--- src/rtl/cordic_angle_prep_if.sv ---
// Handshake and output bundle between the angle front-end and its neighbours.
// The upstream drives in_valid/angle_deg; the block answers with in_ready and the CORDIC inputs.
interface cordic_angle_prep_if;
    // valid/ready: a transfer happens on a rising edge where in_valid and in_ready are
    // both high; while in_ready is low the upstream holds in_valid and angle_deg unchanged.
    logic       in_valid;
    logic       in_ready;
    logic [8:0] angle_deg;
    logic       out_valid;
    logic       frame_start;
    logic [7:0] xin;
    logic [7:0] yin;
    logic [7:0] angle;

    modport master (
        output in_valid, angle_deg,
        input  in_ready, out_valid, frame_start, xin, yin, angle
    );

    modport slave (
        input  in_valid, angle_deg,
        output in_ready, out_valid, frame_start, xin, yin, angle
    );
endinterface

--- src/rtl/cordic_angle_prep.sv ---
// Angle front-end for the 8-bit CORDIC sine rotator: reduces degrees mod 360, folds into
// [-90,+90], converts to 2.6 radians and holds xin/yin/angle for one CORDIC frame.
module cordic_angle_prep #(
    parameter int HOLD_CYCLES = 9,
    parameter int GAIN_X      = 39,
    parameter int DEG2RAD_MUL = 286
) (
    input  logic                  clk,
    input  logic                  rst,
    cordic_angle_prep_if.slave    bus,
    output logic [2:0]            o_dbg_state
);
    typedef enum logic [2:0] {
        S_IDLE   = 3'd0,
        S_REDUCE = 3'd1,
        S_FOLD   = 3'd2,
        S_SCALE  = 3'd3,
        S_HOLD   = 3'd4
    } state_t;

    localparam int                CNT_W    = (HOLD_CYCLES > 1) ? $clog2(HOLD_CYCLES) : 1;
    localparam logic [CNT_W-1:0]  CNT_LOAD = CNT_W'(HOLD_CYCLES - 1);
    localparam logic signed [16:0] MUL     = 17'(DEG2RAD_MUL);

    state_t                  r_state;
    state_t                  w_next;
    logic                    w_accept;
    logic [8:0]              r_deg;
    logic [8:0]              r_d;
    logic [8:0]              w_d;
    logic signed [9:0]       w_d10;
    logic signed [9:0]       w_z;
    logic signed [9:0]       r_z;
    logic signed [16:0]      w_z17;
    logic signed [16:0]      w_p;
    logic signed [16:0]      w_q;
    logic [CNT_W-1:0]        r_cnt;
    logic                    r_frame_start;
    logic [7:0]              r_xin;
    logic [7:0]              r_yin;
    logic [7:0]              r_angle;

    always_ff @(posedge clk) begin
        if (rst) begin
            r_state <= S_IDLE;
        end else begin
            r_state <= w_next;
        end
    end

    always_comb begin
        w_next = r_state;
        case (r_state)
            S_IDLE:   if (bus.in_valid) w_next = S_REDUCE;
            S_REDUCE: w_next = S_FOLD;
            S_FOLD:   w_next = S_SCALE;
            S_SCALE:  w_next = S_HOLD;
            S_HOLD:   if (r_cnt == '0) w_next = S_IDLE;
            default:  w_next = S_IDLE;
        endcase
    end

    assign w_accept     = bus.in_valid && (r_state == S_IDLE);
    assign bus.in_ready = (r_state == S_IDLE);
    assign o_dbg_state  = r_state;

    // A single subtraction is enough because the input never reaches 720.
    assign w_d   = (r_deg >= 9'd360) ? (r_deg - 9'd360) : r_deg;
    assign w_d10 = signed'({1'b0, r_d});

    always_comb begin
        w_z = w_d10;
        if (r_d <= 9'd90) begin
            w_z = w_d10;
        end else if (r_d <= 9'd269) begin
            w_z = 10'sd180 - w_d10;
        end else begin
            w_z = w_d10 - 10'sd360;
        end
    end

    // Round-half-up via +128 then floor shift; |z|<=90 keeps the result within +-101.
    assign w_z17 = 17'(r_z);
    assign w_p   = w_z17 * MUL;
    assign w_q   = (w_p + 17'sd128) >>> 8;

    always_ff @(posedge clk) begin
        if (rst) begin
            r_deg         <= '0;
            r_d           <= '0;
            r_z           <= '0;
            r_cnt         <= '0;
            r_frame_start <= 1'b0;
            r_xin         <= '0;
            r_yin         <= '0;
            r_angle       <= '0;
        end else begin
            r_frame_start <= 1'b0;
            if (w_accept) begin
                r_deg <= bus.angle_deg;
            end
            if (r_state == S_REDUCE) begin
                r_d <= w_d;
            end
            if (r_state == S_FOLD) begin
                r_z <= w_z;
            end
            // Outputs are only written on HOLD entry so they stay put after the frame.
            if (r_state == S_SCALE) begin
                r_xin         <= 8'(GAIN_X);
                r_yin         <= 8'd0;
                r_angle       <= 8'(w_q);
                r_cnt         <= CNT_LOAD;
                r_frame_start <= 1'b1;
            end else if ((r_state == S_HOLD) && (r_cnt != '0)) begin
                r_cnt <= r_cnt - 1'b1;
            end
        end
    end

    assign bus.out_valid   = (r_state == S_HOLD);
    assign bus.frame_start = r_frame_start;
    assign bus.xin         = r_xin;
    assign bus.yin         = r_yin;
    assign bus.angle       = r_angle;
endmodule

--- src/flat_wrapper.sv ---
// flat-port wrapper written by rule: the top's interface ports become plain ports
module cordic_angle_prep_flat 
#(
    parameter int HOLD_CYCLES = 9,
    parameter int GAIN_X      = 39,
    parameter int DEG2RAD_MUL = 286
)
  (clk, rst, o_dbg_state, bus_in_valid, bus_angle_deg, bus_in_ready, bus_out_valid, bus_frame_start, bus_xin, bus_yin, bus_angle);
  cordic_angle_prep_if bus_i ();
  input  logic clk;
  input  logic rst;
  output logic [2:0] o_dbg_state;
  input wire logic [$bits(bus_i.in_valid)-1:0] bus_in_valid;
  input wire logic [$bits(bus_i.angle_deg)-1:0] bus_angle_deg;
  output wire logic [$bits(bus_i.in_ready)-1:0] bus_in_ready;
  output wire logic [$bits(bus_i.out_valid)-1:0] bus_out_valid;
  output wire logic [$bits(bus_i.frame_start)-1:0] bus_frame_start;
  output wire logic [$bits(bus_i.xin)-1:0] bus_xin;
  output wire logic [$bits(bus_i.yin)-1:0] bus_yin;
  output wire logic [$bits(bus_i.angle)-1:0] bus_angle;
  assign bus_i.in_valid = bus_in_valid;
  assign bus_i.angle_deg = bus_angle_deg;
  assign bus_in_ready = bus_i.in_ready;
  assign bus_out_valid = bus_i.out_valid;
  assign bus_frame_start = bus_i.frame_start;
  assign bus_xin = bus_i.xin;
  assign bus_yin = bus_i.yin;
  assign bus_angle = bus_i.angle;
  cordic_angle_prep #(.HOLD_CYCLES(HOLD_CYCLES), .GAIN_X(GAIN_X), .DEG2RAD_MUL(DEG2RAD_MUL)) u_core (.clk(clk), .rst(rst), .bus(bus_i), .o_dbg_state(o_dbg_state));
endmodule
--- config.mk ---
export PLATFORM = sky130hd
export DESIGN_NAME = cordic_angle_prep_flat
export DESIGN_NICKNAME = d
export VERILOG_FILES = /design/src/rtl/cordic_angle_prep_if.sv /design/src/rtl/cordic_angle_prep.sv /design/src/flat_wrapper.sv
export SDC_FILE = /design/constraint.sdc
export NUM_CORES = 1
export LEC_CHECK = 0
export ABC_AREA = 0
export BUFFER_PORTS_ARGS = -buffer_cell sky130_fd_sc_hd__buf_4
export CAP_MARGIN = 20
export CORE_ASPECT_RATIO = 1.1
export CORE_MARGIN = 4
export CORE_UTILIZATION = 60
export DETAILED_ROUTE_END_ITERATION = 10
export GPL_ROUTABILITY_DRIVEN = 0
export GPL_TIMING_DRIVEN = 0
export PLACE_DENSITY = 0.84
export SYNTH_ARGS = -nofsm -noshare
export SYNTH_HDL_FRONTEND = slang
export SYNTH_SLANG_ARGS = --single-unit
--- constraint.sdc ---
create_clock -name clk -period 5.6 [get_ports clk]
set_input_delay 1.12 -clock clk [delete_from_list [all_inputs] [get_ports clk]]
set_output_delay 1.12 -clock clk [all_outputs]
set_load 0.05 [all_outputs]
==> results.md <==
* Critical Path RT at between 5 and 6 ns
* Via count at 3173
* Cell Count, Final, Fillers Out at 596
* Ranking of synthesized cells by area: dfxtp_1, ha_1, fa_1, inv_1, nor2_1
* Worst setup EP type: register
* DPL Wire Length at 6400 um
* DR pass1 iterations at 4
* Worst Skew at ~0.0076 ns
* Crit path DAT at about 5.0 ns
* Mapped Area at between 0.003 and 0.004 sq mm
* GRT Max-Usage Layer: met2
* Crit path time final at about 4.7 ns
* Worst R2R Setup Slack at ~0.85 ns
* Clk slew on worst S/H paths at ~0.090 ns
* Synth area leader: dfxtp_1
* CP max FO at 4
* Worst-margin pin slew at between 0.9 and 1 ns
* Top-count cell post-synth: inv_1
* Placed cell areas at approximately 0.0042 sq mm
* Leakage at roughly 1.9 nW
* GRT Resource Usage Total at 21.4%
* Row count at 30
* Final hold violations at 0
* Met2 Usage GRT at between 40% and 50%
* Clock Path Buffers at 2
* Synth cell types at 60
* Max Cap Viol at 0
* Slew headroom at between 30 and 40%
* Die ar. at roughly 0.008 sq mm
* Synth top area share at 23.2%
* Outcome: finished clean
* Post-CTS setup buffers at 0
* CTS resizes at 0
* Starting density of the core at between 60 and 70%
* GR Util met3 at under 10%
* CTS Hold Bufs at 0
* Setup TNS at 0 ns
* Post-Route WL at 7970 um
* Placed cell count at just under 600
* Diode count at 0
* Post-synth EDFFs at 0
* Post-DRT Antenna Nets at 0
* Seq cells post-synth at 45
* Share of cells above drive strength 1 at 13.4%
* Global-route wire length before repair at between 10000 and 15000 um
* Setup CP Type: reg -> reg
* Peak VDD IR at approximately 210 uV
* Power per cell area at between 200 and 250 mW/mm^2
* Final period utilization at between 80% and 90%
* Nets at just under 600
* Top_reg_cell synth: dfxtp_1
* Yosys warns at 0
* Cts bufs inserted at 5
* Mapped Cells at around 470
* Met1 GRT Util at roughly a quarter
* Hold Slack at between 0.4 and 0.5 ns
* Wire length per cell after detailed routing at approximately 13 um
* Avg Inst Size Synth at between 8 and 9 sq um
* Number of global-route vias before repair at between 3k and 4k
* Clk Latency, worst-skew pair at 0.30 ns
* Die Wd at ~85 um
* Most frequent cells after synthesis: inv_1, nor2_1, dfxtp_1, ha_1, nand2_1
* DR DRC count at 0
* IO Pins at 42
* Critical Path Source Type: register
* Slew Viols, Final at 0
* TritonCTS clock tree: done
* Area growth from synthesis to layout at 11.5%
* CTS H-tree depth at 2
* Design area at between 0.004 and 0.005 sq mm
* Async SR Flop Fraction at 0%
* DRT iter0 DRCs at 99
* Die Ht at around 92 um
* Initial antenna violation count at 0
* # setup viols final at 0
* Sink Count at between 40 and 50
* Core area at a little over 0.006 sq mm
* Number of port buffers at 28
* Total Power at between 1 and 1.5 mW
* Largest net degree at the start of global routing at 15
* Root Driver: clkbuf_8
* Seq/Total Area, Yosys at 23.2%
* RSZ-0062 raised after global routing: no
* Class of the worst hold path: reg -> reg
* Vias per inst at 5.32
* Total gr overflow at 0
* Max Clock Freq at ~0.21 GHz
power breakdown:
part | internal [mW] | switching, mW
Sequential | 0.340 | 0.0248
Combinational | 0.180 | 0.291
Clock | 0.100 | 0.113
placed cells by master (no fill, tap or decap), types with 13 or more instances in the layout:
cell and n:
xnor2_1 18, fa_1 22, nor2_1 49, a21oi_1 29, dfxtp_1 45, buf_4 43, a211oi_1 16, nand2_1 37
clkbuf_1 13, inv_1 71, ha_1 45
worst paths after layout:
check                                         from                               end  depth (start not counted)
setup / recovery        u_core.r_z[3]$_SDFFE_PP0N_  u_core.bus.angle[7]$_SDFFE_PP0P_                         20
hold / removal    u_core.bus.angle[2]$_SDFFE_PP0P_  u_core.bus.angle[2]$_SDFFE_PP0P_                          2
setup reg to reg        u_core.r_z[3]$_SDFFE_PP0N_  u_core.bus.angle[7]$_SDFFE_PP0P_                         20
hold reg to reg   u_core.bus.angle[2]$_SDFFE_PP0P_  u_core.bus.angle[2]$_SDFFE_PP0P_                          2
state kept, by name, summed over array words and instances (netlist names):
name,cells
u_core.bus.angle,8
u_core.r_cnt,4
u_core.r_z,10
u_core.r_d,9
u_core.o_dbg_state,3
u_core.bus.frame_start,1
u_core.bus.xin,1
u_core.r_deg,9
metrics by stage:
step	util [%]	setup WS, ns
2_1_floorplan	-	1.41
3_3_place_gp	68.1	1.02
3_5_place_dp	68.1	0.920
4_1_cts	69.6	0.902
5_1_grt	69.6	0.629
6_report	69.6	0.852
layout make-up:
cell class	instances	area, sq um
multi-input combinational	332	2580
fill	522	1890
sequential	45	901
inverter	71	267
timing repair buffer	28	210
buffer	32	180
tap	80	100
clock buffer	6	82.6
clock inverter	2	13.8
routing by layer:
layer  share of wire [%]  vias to the layer above
met5                   0                        -
met4                 1.8                        0
li1                    -                     1612
met1                  42                     1501
met2                  54                       47
met3                 2.6                       13
critical path: stages (launching register included):
cell and delay [ns]:
dfxtp_1 0.42, inv_1 0.15, fa_1 0.55, inv_1 0.04
ha_1 0.29, ha_1 0.27, inv_1 0.05, fa_1 0.53
inv_1 0.04, ha_1 0.27, and3_1 0.19, a31oi_1 0.25
o21bai_1 0.11, xor2_1 0.22, ha_1 0.25, nand3_1 0.09
nor3_1 0.24, nand2_1 0.16, a21oi_1 0.27, a21oi_1 0.10
nand3b_1 0.15
cells by family after synthesis:
family                     after synthesis  share of synthesized area, %
xor gates and xnor gates                28                          6.30
buffers and inverters                  103                          11.5
adders and majority gates               67                          25.8
other                                    1                        0.0964
muxes                                    4                          1.03
AOI/OAI and AO/OA                       90                          16.1
and+or+nand+nor                        131                          16.1
DFF                                     45                          23.2
Power figures use the tool's default switching activity.
